===== src/rtl/sort_pkg.sv =====
// Shared types for the sort frame reader: parameter defaults,
// bank occupancy states and read-FSM states.
package sort_pkg;

    localparam int DEF_DATA_W    = 8;
    localparam int DEF_FRAME_LEN = 8;

    typedef enum logic [1:0] {
        FREE = 2'd0,
        FILL = 2'd1,
        FULL = 2'd2
    } bank_st_e;

    typedef enum logic {
        IDLE = 1'b0,
        SEND = 1'b1
    } rd_st_e;

endpackage


===== src/rtl/sort_frame_reader_if.sv =====
// Sample stream in and replay stream out of the sort frame reader.
// The reader is the slave; the sorter/sink side is the master.
interface sort_frame_reader_if
    import sort_pkg::*;
#(
    parameter int DATA_W = DEF_DATA_W
);

    logic [DATA_W-1:0] in_data;
    logic              in_valid;
    logic [DATA_W-1:0] out_data;
    logic              out_valid;
    logic              out_ready;
    logic              out_last;

    modport master (
        output in_data,
        output in_valid,
        output out_ready,
        input  out_data,
        input  out_valid,
        input  out_last
    );

    modport slave (
        input  in_data,
        input  in_valid,
        input  out_ready,
        output out_data,
        output out_valid,
        output out_last
    );

endinterface


===== src/rtl/sort_bank_ram.sv =====
// One frame of sample storage: single write port, asynchronous read.
// Contents are deliberately left unreset.
module sort_bank_ram
    import sort_pkg::*;
#(
    parameter int DATA_W    = DEF_DATA_W,
    parameter int FRAME_LEN = DEF_FRAME_LEN
) (
    input  logic                         clk,
    input  logic                         we,
    input  logic [$clog2(FRAME_LEN)-1:0] waddr,
    input  logic [DATA_W-1:0]            wdata,
    input  logic [$clog2(FRAME_LEN)-1:0] raddr,
    output logic [DATA_W-1:0]            rdata
);

    logic [DATA_W-1:0] mem_q [FRAME_LEN];

    always_ff @(posedge clk) begin
        if (we) begin
            mem_q[waddr] <= wdata;
        end
    end

    assign rdata = mem_q[raddr];

endmodule


===== src/rtl/sort_frame_reader.sv =====
// Ping-pong frame buffer behind a sorter: checks order, reports
// min/max/median per frame and replays frames in fill order.
module sort_frame_reader
    import sort_pkg::*;
#(
    parameter int DATA_W    = DEF_DATA_W,
    parameter int FRAME_LEN = DEF_FRAME_LEN,
    parameter int ASCEND    = 1
) (
    input  logic              clk,
    input  logic              rst_n,
    input  logic              clr,
    sort_frame_reader_if.slave bus,
    output logic [DATA_W-1:0] frame_min,
    output logic [DATA_W-1:0] frame_max,
    output logic [DATA_W-1:0] frame_med,
    output logic              stats_valid,
    output logic              frame_err,
    output logic              overflow
);

    localparam int CNT_W = $clog2(FRAME_LEN);
    localparam logic [CNT_W-1:0] LAST_IDX = CNT_W'(FRAME_LEN - 1);
    localparam logic [CNT_W-1:0] MED_IDX  = CNT_W'(FRAME_LEN / 2 - 1);

    logic [CNT_W-1:0]  wr_cnt_q, wr_cnt_d;
    logic              wr_bank_q, wr_bank_d;
    logic              wr_drop_q, wr_drop_d;
    logic [DATA_W-1:0] prev_q, prev_d;
    logic [DATA_W-1:0] first_q, first_d;
    logic [DATA_W-1:0] med_q, med_d;
    logic              err_acc_q, err_acc_d;

    logic [DATA_W-1:0] min_q, min_d;
    logic [DATA_W-1:0] max_q, max_d;
    logic [DATA_W-1:0] med_out_q, med_out_d;
    logic              stats_valid_q, stats_valid_d;
    logic              frame_err_q, frame_err_d;
    logic              ovf_q, ovf_d;

    bank_st_e          bank_q [2];
    bank_st_e          bank_d [2];
    logic              older_q, older_d;

    rd_st_e            state_q, state_d;
    logic              rd_bank_q, rd_bank_d;
    logic [CNT_W-1:0]  rd_cnt_q, rd_cnt_d;
    logic              rd_free;

    logic              first_smp;
    logic              last_smp;
    logic              no_free;
    logic              cur_bank;
    logic              cur_drop;
    logic              viol;
    logic              we;
    logic [DATA_W-1:0] rdata0, rdata1;

    always_comb begin
        first_smp = (wr_cnt_q == '0);
        last_smp  = (wr_cnt_q == LAST_IDX);
        no_free   = (bank_q[0] != FREE) && (bank_q[1] != FREE);
        cur_bank  = first_smp ? (bank_q[0] != FREE) : wr_bank_q;
        cur_drop  = first_smp ? no_free : wr_drop_q;
        viol      = (ASCEND != 0) ? (bus.in_data < prev_q)
                                  : (bus.in_data > prev_q);
        we        = bus.in_valid && !cur_drop;
    end

    sort_bank_ram #(
        .DATA_W   (DATA_W),
        .FRAME_LEN(FRAME_LEN)
    ) u_bank0 (
        .clk  (clk),
        .we   (we && !cur_bank),
        .waddr(wr_cnt_q),
        .wdata(bus.in_data),
        .raddr(rd_cnt_q),
        .rdata(rdata0)
    );

    sort_bank_ram #(
        .DATA_W   (DATA_W),
        .FRAME_LEN(FRAME_LEN)
    ) u_bank1 (
        .clk  (clk),
        .we   (we && cur_bank),
        .waddr(wr_cnt_q),
        .wdata(bus.in_data),
        .raddr(rd_cnt_q),
        .rdata(rdata1)
    );

    // Write side: frame counting, drop decision, stats capture.
    always_comb begin
        wr_cnt_d      = wr_cnt_q;
        wr_bank_d     = wr_bank_q;
        wr_drop_d     = wr_drop_q;
        prev_d        = prev_q;
        first_d       = first_q;
        med_d         = med_q;
        err_acc_d     = err_acc_q;
        min_d         = min_q;
        max_d         = max_q;
        med_out_d     = med_out_q;
        stats_valid_d = 1'b0;
        frame_err_d   = frame_err_q;
        ovf_d         = clr ? 1'b0 : ovf_q;

        if (bus.in_valid) begin
            wr_cnt_d = last_smp ? '0 : wr_cnt_q + CNT_W'(1);
            prev_d   = bus.in_data;
            if (first_smp) begin
                wr_bank_d = cur_bank;
                wr_drop_d = no_free;
                first_d   = bus.in_data;
                err_acc_d = 1'b0;
                if (no_free) begin
                    ovf_d = 1'b1;
                end
            end else begin
                err_acc_d = err_acc_q | viol;
            end
            if (wr_cnt_q == MED_IDX) begin
                med_d = bus.in_data;
            end
            if (last_smp && !cur_drop) begin
                stats_valid_d = 1'b1;
                frame_err_d   = err_acc_q | viol;
                min_d         = (ASCEND != 0) ? first_q : bus.in_data;
                max_d         = (ASCEND != 0) ? bus.in_data : first_q;
                med_out_d     = med_q;
            end
        end
    end

    always_comb begin
        state_d   = state_q;
        rd_bank_d = rd_bank_q;
        rd_cnt_d  = rd_cnt_q;
        rd_free   = 1'b0;
        unique case (state_q)
            IDLE: begin
                if (bank_q[0] == FULL &&
                    (bank_q[1] != FULL || !older_q)) begin
                    state_d   = SEND;
                    rd_bank_d = 1'b0;
                    rd_cnt_d  = '0;
                end else if (bank_q[1] == FULL) begin
                    state_d   = SEND;
                    rd_bank_d = 1'b1;
                    rd_cnt_d  = '0;
                end
            end
            SEND: begin
                if (bus.out_ready) begin
                    if (rd_cnt_q == LAST_IDX) begin
                        rd_free  = 1'b1;
                        rd_cnt_d = '0;
                        if (bank_q[~rd_bank_q] == FULL) begin
                            rd_bank_d = ~rd_bank_q;
                        end else begin
                            state_d = IDLE;
                        end
                    end else begin
                        rd_cnt_d = rd_cnt_q + CNT_W'(1);
                    end
                end
            end
            default: state_d = IDLE;
        endcase
    end

    // The freed bank is FULL and the filled bank is FREE/FILL, so the
    // two updates never hit the same bank.
    always_comb begin
        bank_d[0] = bank_q[0];
        bank_d[1] = bank_q[1];
        older_d   = older_q;
        if (rd_free) begin
            bank_d[rd_bank_q] = FREE;
        end
        if (we) begin
            if (first_smp) begin
                bank_d[cur_bank] = FILL;
            end
            if (last_smp) begin
                bank_d[cur_bank] = FULL;
                if (bank_q[~cur_bank] != FULL) begin
                    older_d = cur_bank;
                end
            end
        end
    end

    always_ff @(posedge clk) begin
        if (!rst_n) begin
            wr_cnt_q      <= '0;
            wr_bank_q     <= 1'b0;
            wr_drop_q     <= 1'b0;
            prev_q        <= '0;
            first_q       <= '0;
            med_q         <= '0;
            err_acc_q     <= 1'b0;
            min_q         <= '0;
            max_q         <= '0;
            med_out_q     <= '0;
            stats_valid_q <= 1'b0;
            frame_err_q   <= 1'b0;
            ovf_q         <= 1'b0;
            bank_q[0]     <= FREE;
            bank_q[1]     <= FREE;
            older_q       <= 1'b0;
            state_q       <= IDLE;
            rd_bank_q     <= 1'b0;
            rd_cnt_q      <= '0;
        end else begin
            wr_cnt_q      <= wr_cnt_d;
            wr_bank_q     <= wr_bank_d;
            wr_drop_q     <= wr_drop_d;
            prev_q        <= prev_d;
            first_q       <= first_d;
            med_q         <= med_d;
            err_acc_q     <= err_acc_d;
            min_q         <= min_d;
            max_q         <= max_d;
            med_out_q     <= med_out_d;
            stats_valid_q <= stats_valid_d;
            frame_err_q   <= frame_err_d;
            ovf_q         <= ovf_d;
            bank_q[0]     <= bank_d[0];
            bank_q[1]     <= bank_d[1];
            older_q       <= older_d;
            state_q       <= state_d;
            rd_bank_q     <= rd_bank_d;
            rd_cnt_q      <= rd_cnt_d;
        end
    end

    always_comb begin
        bus.out_valid = (state_q == SEND);
        bus.out_last  = bus.out_valid && (rd_cnt_q == LAST_IDX);
        bus.out_data  = '0;
        if (bus.out_valid) begin
            bus.out_data = rd_bank_q ? rdata1 : rdata0;
        end
    end

    assign frame_min   = min_q;
    assign frame_max   = max_q;
    assign frame_med   = med_out_q;
    assign stats_valid = stats_valid_q;
    assign frame_err   = frame_err_q;
    assign overflow    = ovf_q;

endmodule


===== src/flat_wrapper.sv =====
// flat-port wrapper written by rule: the top's interface ports become plain ports
module sort_frame_reader_flat import sort_pkg::*;
#(
    parameter int DATA_W    = DEF_DATA_W,
    parameter int FRAME_LEN = DEF_FRAME_LEN,
    parameter int ASCEND    = 1
)
  (clk, rst_n, clr, frame_min, frame_max, frame_med, stats_valid, frame_err, overflow, bus_in_data, bus_in_valid, bus_out_ready, bus_out_data, bus_out_valid, bus_out_last);
  sort_frame_reader_if #(.DATA_W(DATA_W)) bus_i ();
  input  logic clk;
  input  logic rst_n;
  input  logic clr;
  output logic [DATA_W-1:0] frame_min;
  output logic [DATA_W-1:0] frame_max;
  output logic [DATA_W-1:0] frame_med;
  output logic stats_valid;
  output logic frame_err;
  output logic overflow;
  input wire logic [$bits(bus_i.in_data)-1:0] bus_in_data;
  input wire logic [$bits(bus_i.in_valid)-1:0] bus_in_valid;
  input wire logic [$bits(bus_i.out_ready)-1:0] bus_out_ready;
  output wire logic [$bits(bus_i.out_data)-1:0] bus_out_data;
  output wire logic [$bits(bus_i.out_valid)-1:0] bus_out_valid;
  output wire logic [$bits(bus_i.out_last)-1:0] bus_out_last;
  assign bus_i.in_data = bus_in_data;
  assign bus_i.in_valid = bus_in_valid;
  assign bus_i.out_ready = bus_out_ready;
  assign bus_out_data = bus_i.out_data;
  assign bus_out_valid = bus_i.out_valid;
  assign bus_out_last = bus_i.out_last;
  sort_frame_reader #(.DATA_W(DATA_W), .FRAME_LEN(FRAME_LEN), .ASCEND(ASCEND)) u_core (.clk(clk), .rst_n(rst_n), .clr(clr), .bus(bus_i), .frame_min(frame_min), .frame_max(frame_max), .frame_med(frame_med), .stats_valid(stats_valid), .frame_err(frame_err), .overflow(overflow));
endmodule

===== config.mk =====
export PLATFORM = sky130hd
export DESIGN_NAME = sort_frame_reader_flat
export DESIGN_NICKNAME = d
export VERILOG_FILES = /design/src/rtl/sort_pkg.sv /design/src/rtl/sort_frame_reader_if.sv /design/src/rtl/sort_bank_ram.sv /design/src/rtl/sort_frame_reader.sv /design/src/flat_wrapper.sv
export SDC_FILE = /design/constraint.sdc
export NUM_CORES = 1
export LEC_CHECK = 0
export BUFFER_PORTS_ARGS = -buffer_cell sky130_fd_sc_hd__buf_2
export CAP_MARGIN = 20
export CELL_PAD_IN_SITES_DETAIL_PLACEMENT = 1
export CELL_PAD_IN_SITES_GLOBAL_PLACEMENT = 1
export CORE_UTILIZATION = 45
export CTS_CLUSTER_SIZE = 14
export DETAILED_ROUTE_END_ITERATION = 8
export PLACE_DENSITY = 0.85
export SLEW_MARGIN = 10
export SYNTH_ARGS = -nofsm -noshare
export SYNTH_HDL_FRONTEND = slang
export SYNTH_SLANG_ARGS = --single-unit

===== constraint.sdc =====
create_clock -name clk -period 2.6 [get_ports clk]
set_input_delay 0.26 -clock clk [delete_from_list [all_inputs] [get_ports clk]]
set_output_delay 0.26 -clock clk [all_outputs]
set_load 0.05 [all_outputs]

==> run summary <==
result of the run: completed
count of flip-flops with a built-in enable after synthesis: 128
count of placed standard cells including taps: 834
DRC Markers: 0
number of max-capacitance violations reported: 0
Ys Warns: 0
number of antenna violations at the first check in global routing: 0
ratio of final minimum period to clock period: 0.983
final hold violation count: 0
Worst VDD drop: 0.539 mV
total clock sinks: 198
sequential-to-total area share from yosys stat: 0.656
min Tclk post-route: 2550 ps
Worst Tran Pin Value: 816 ps
overall track demand over capacity in global routing: 0.246
number of core rows: 48
Finished Layout Cells: 867
maximum clock path buffer count: 2
vias in the first global route: 5461
post-cts hold buffer count: 0
Final Max Slew Viols: 0
starting utilization of the core area: 0.462
number of cells traversed by the worst register-to-register path: 6
CP startpoint kind: flip-flop
Pre-Repair DR Iteration Count: 5
Post-DP HPWL: 14000 um
Relative slew margins: 0.454
leading register cell type out of synthesis: sky130_fd_sc_hd__edfxtp_1
largest area contributor in the synthesized netlist: sky130_fd_sc_hd__edfxtp_1
share of post-route cells with drive strength above 1: 0.248
overall die area: 0.0183 mm^2
area of the placeable core: 0.0173 mm^2
combined area of all synthesized cells: 0.00800 mm^2
RSZ-0062 raised after global routing: true
leftover overflow at the end of global routing: 0
count of final setup violators: 0
cell area reported after detailed placement: 0.00857 mm^2
clock tree from TritonCTS: built
Via Count: 5222
pin count of the biggest net entering global routing: 33
Final Power: 6.36 mW
violation count after the first detailed-route iteration: 361
H-Tree Depth: 4
number of ports placed on the die boundary: 50
clock latency at the later pin of the worst-skew pair: 440 ps
net count reported at finish: 655
Worst Hold Path Cells: 3
synthesized net count: 594
total non-filler cell area in the finished layout: 0.00918 mm^2
global-route wire length before repair: 32500 um
Distinct cells, synth: 46
sequential cell area: 0.00525 mm^2
fill cell total of the finished layout: 1748
Yosys top cell area share: 0.481
Max Fanout on Critical Path: 8
fin util: 0.531
master cell of the clock root buffer: sky130_fd_sc_hd__clkbuf_16
path category of the worst min-delay check: in2reg
Critical Path RT: 2670 ps
ranking of synthesized cells by area: sky130_fd_sc_hd__edfxtp_1 48%, sky130_fd_sc_hd__dfxtp_1 18%, sky130_fd_sc_hd__mux4_2 9.0%
Arrival @ worst endpoint: 2620 ps
Post-DRT Antenna Nets: 0
Peak Freq: 0.391 GHz
clock input transition at the sequential cells of the worst setup and hold paths: 80 ps
antenna diode count: 0
final WL: 21400 um
Synth async-reset ratio: 0
Via density: 6.02
Inserted Clock Buffers: 17
Avg Inst Size Synth: 14.1 um^2
Worst Setup End Kind: flip-flop
top post-synthesis cells by count: 128 x sky130_fd_sc_hd__edfxtp_1, 70 x sky130_fd_sc_hd__dfxtp_1, 51 x sky130_fd_sc_hd__a21oi_1
Clock Skews: 9.41 ps
Setup Crit Path Kind: reg2reg
die span in x: 135 um
Static Leakage: 3.11 nW
area occupied by multi-input gates: 0.00250 mm^2
Routability Congestion: 0.848
dominant cell by count in the synthesized netlist: sky130_fd_sc_hd__edfxtp_1
port bufs: 49
die height: 135 um
Post-Synthesis Cells: 568
Synth Register Bits: 198
total power density per cell area: 693 mW/mm^2
WL/cell: 24.7 um
signed area change from the synthesized netlist to the final layout: 14.8%
## per-stage QoR
step | hold WS, ps | setup TNS (ps) | setup slack, ps
4_1_cts | 78.5 | 0 | 17.7
3_3_place_gp | 443 | 0 | 331
3_5_place_dp | 453 | 0 | 32.0
2_1_floorplan | 359 | 0 | 30.7
5_1_grt | 100 | -3050 | -117
6_report | 81.3 | 0 | 45.1
## power by group
group	internal (mW)	switching, mW
combinational	0.115	0.251
clock	1.28	1.27
sequential	3.41	0.0326
total	4.80	1.56
## repair_timing
action / in CTS / in global routing
buffers inserted: 0 / 0
setup endpoints to repair: 0 / 71
gates resized for setup: 0 / 3
## worst paths after layout
kind                       from                         end  slack [ps]
max          u_core.wr_cnt_q[1]  u_core.u_bank1.mem_q[5][5]          50
min                         clr             u_core.overflow          80
max reg2reg  u_core.wr_cnt_q[1]  u_core.u_bank1.mem_q[5][5]          50
min reg2reg   u_core.first_q[3]           u_core.first_q[3]         470
## logic make-up (layout without fill, tap and decap cells)
logic type / after synthesis / after routing / share of synthesized area
buf+inv: 55 / 129 / 0.0324
compound gates: 105 / 105 / 0.0806
simple gates: 138 / 138 / 0.0865
flops: 198 / 198 / 0.656
fa+ha+maj: 13 / 13 / 0.0203
mux: 59 / 59 / 0.124
## state kept, by name, indices dropped and copies added, names as in the netlist, 8 cells and up, named ones only
name	flops
u_core.first_q	8
u_core.frame_max	8
u_core.u_bank0.mem_q	64
u_core.frame_med	8
u_core.frame_min	8
u_core.med_q	8
u_core.prev_q	8
u_core.u_bank1.mem_q	64
## layout make-up
class	count	share of cell area
timing repair buffer	82	0.0570
clock buffer	17	0.0463
multi-input combinational	315	0.272
inverter	15	0.00613
tap	225	0.0307
sequential	198	0.571
clock inverter	15	0.0164
## routing by layer
metal	global-route usage	vias to the layer above	wire, um
li1	-	2303	-
met1	0.313	2701	8900
met3	0.0441	32	1110
met4	0.0874	0	419
met5	0	-	0
met2	0.422	186	11000
## worst max-delay path, cell delays in order, from the launching register on
cell,delay (ps)
sky130_fd_sc_hd__dfxtp_1,350
sky130_fd_sc_hd__inv_1,110
sky130_fd_sc_hd__ha_1,210
sky130_fd_sc_hd__nor2b_1,340
sky130_fd_sc_hd__mux2_2,280
sky130_fd_sc_hd__nand4_1,210
sky130_fd_sc_hd__nor2_1,690
## cells in the final DEF (no fill, tap or decap), types with 2 or more instances in the layout
cell type,netlist,final
sky130_fd_sc_hd__nand4_1,30,30
sky130_fd_sc_hd__o21ai_0,8,8
sky130_fd_sc_hd__and3_1,2,2
sky130_fd_sc_hd__edfxtp_1,128,128
sky130_fd_sc_hd__dfxtp_1,70,69
sky130_fd_sc_hd__inv_8,0,3
sky130_fd_sc_hd__and2_1,2,2
sky130_fd_sc_hd__nor3_1,7,7
sky130_fd_sc_hd__nor2_2,0,3
sky130_fd_sc_hd__nor2_1,31,28
sky130_fd_sc_hd__o31ai_1,24,24
sky130_fd_sc_hd__buf_4,4,31
sky130_fd_sc_hd__a211oi_1,2,2
sky130_fd_sc_hd__a21oi_1,51,51
sky130_fd_sc_hd__clkbuf_16,0,18
sky130_fd_sc_hd__ha_1,13,13
sky130_fd_sc_hd__clkinv_8,0,2
sky130_fd_sc_hd__inv_6,0,7
sky130_fd_sc_hd__nand3_1,12,12
sky130_fd_sc_hd__a32oi_1,2,2
sky130_fd_sc_hd__mux4_2,32,32
sky130_fd_sc_hd__inv_1,13,13
sky130_fd_sc_hd__nand2b_1,5,5
sky130_fd_sc_hd__buf_2,11,49
sky130_fd_sc_hd__mux2i_1,26,26
sky130_fd_sc_hd__clkinv_4,0,2
sky130_fd_sc_hd__nand2_1,39,39
sky130_fd_sc_hd__o22ai_1,9,9
sky130_fd_sc_hd__nor2b_1,3,3
Power figures use the tool's default switching activity.
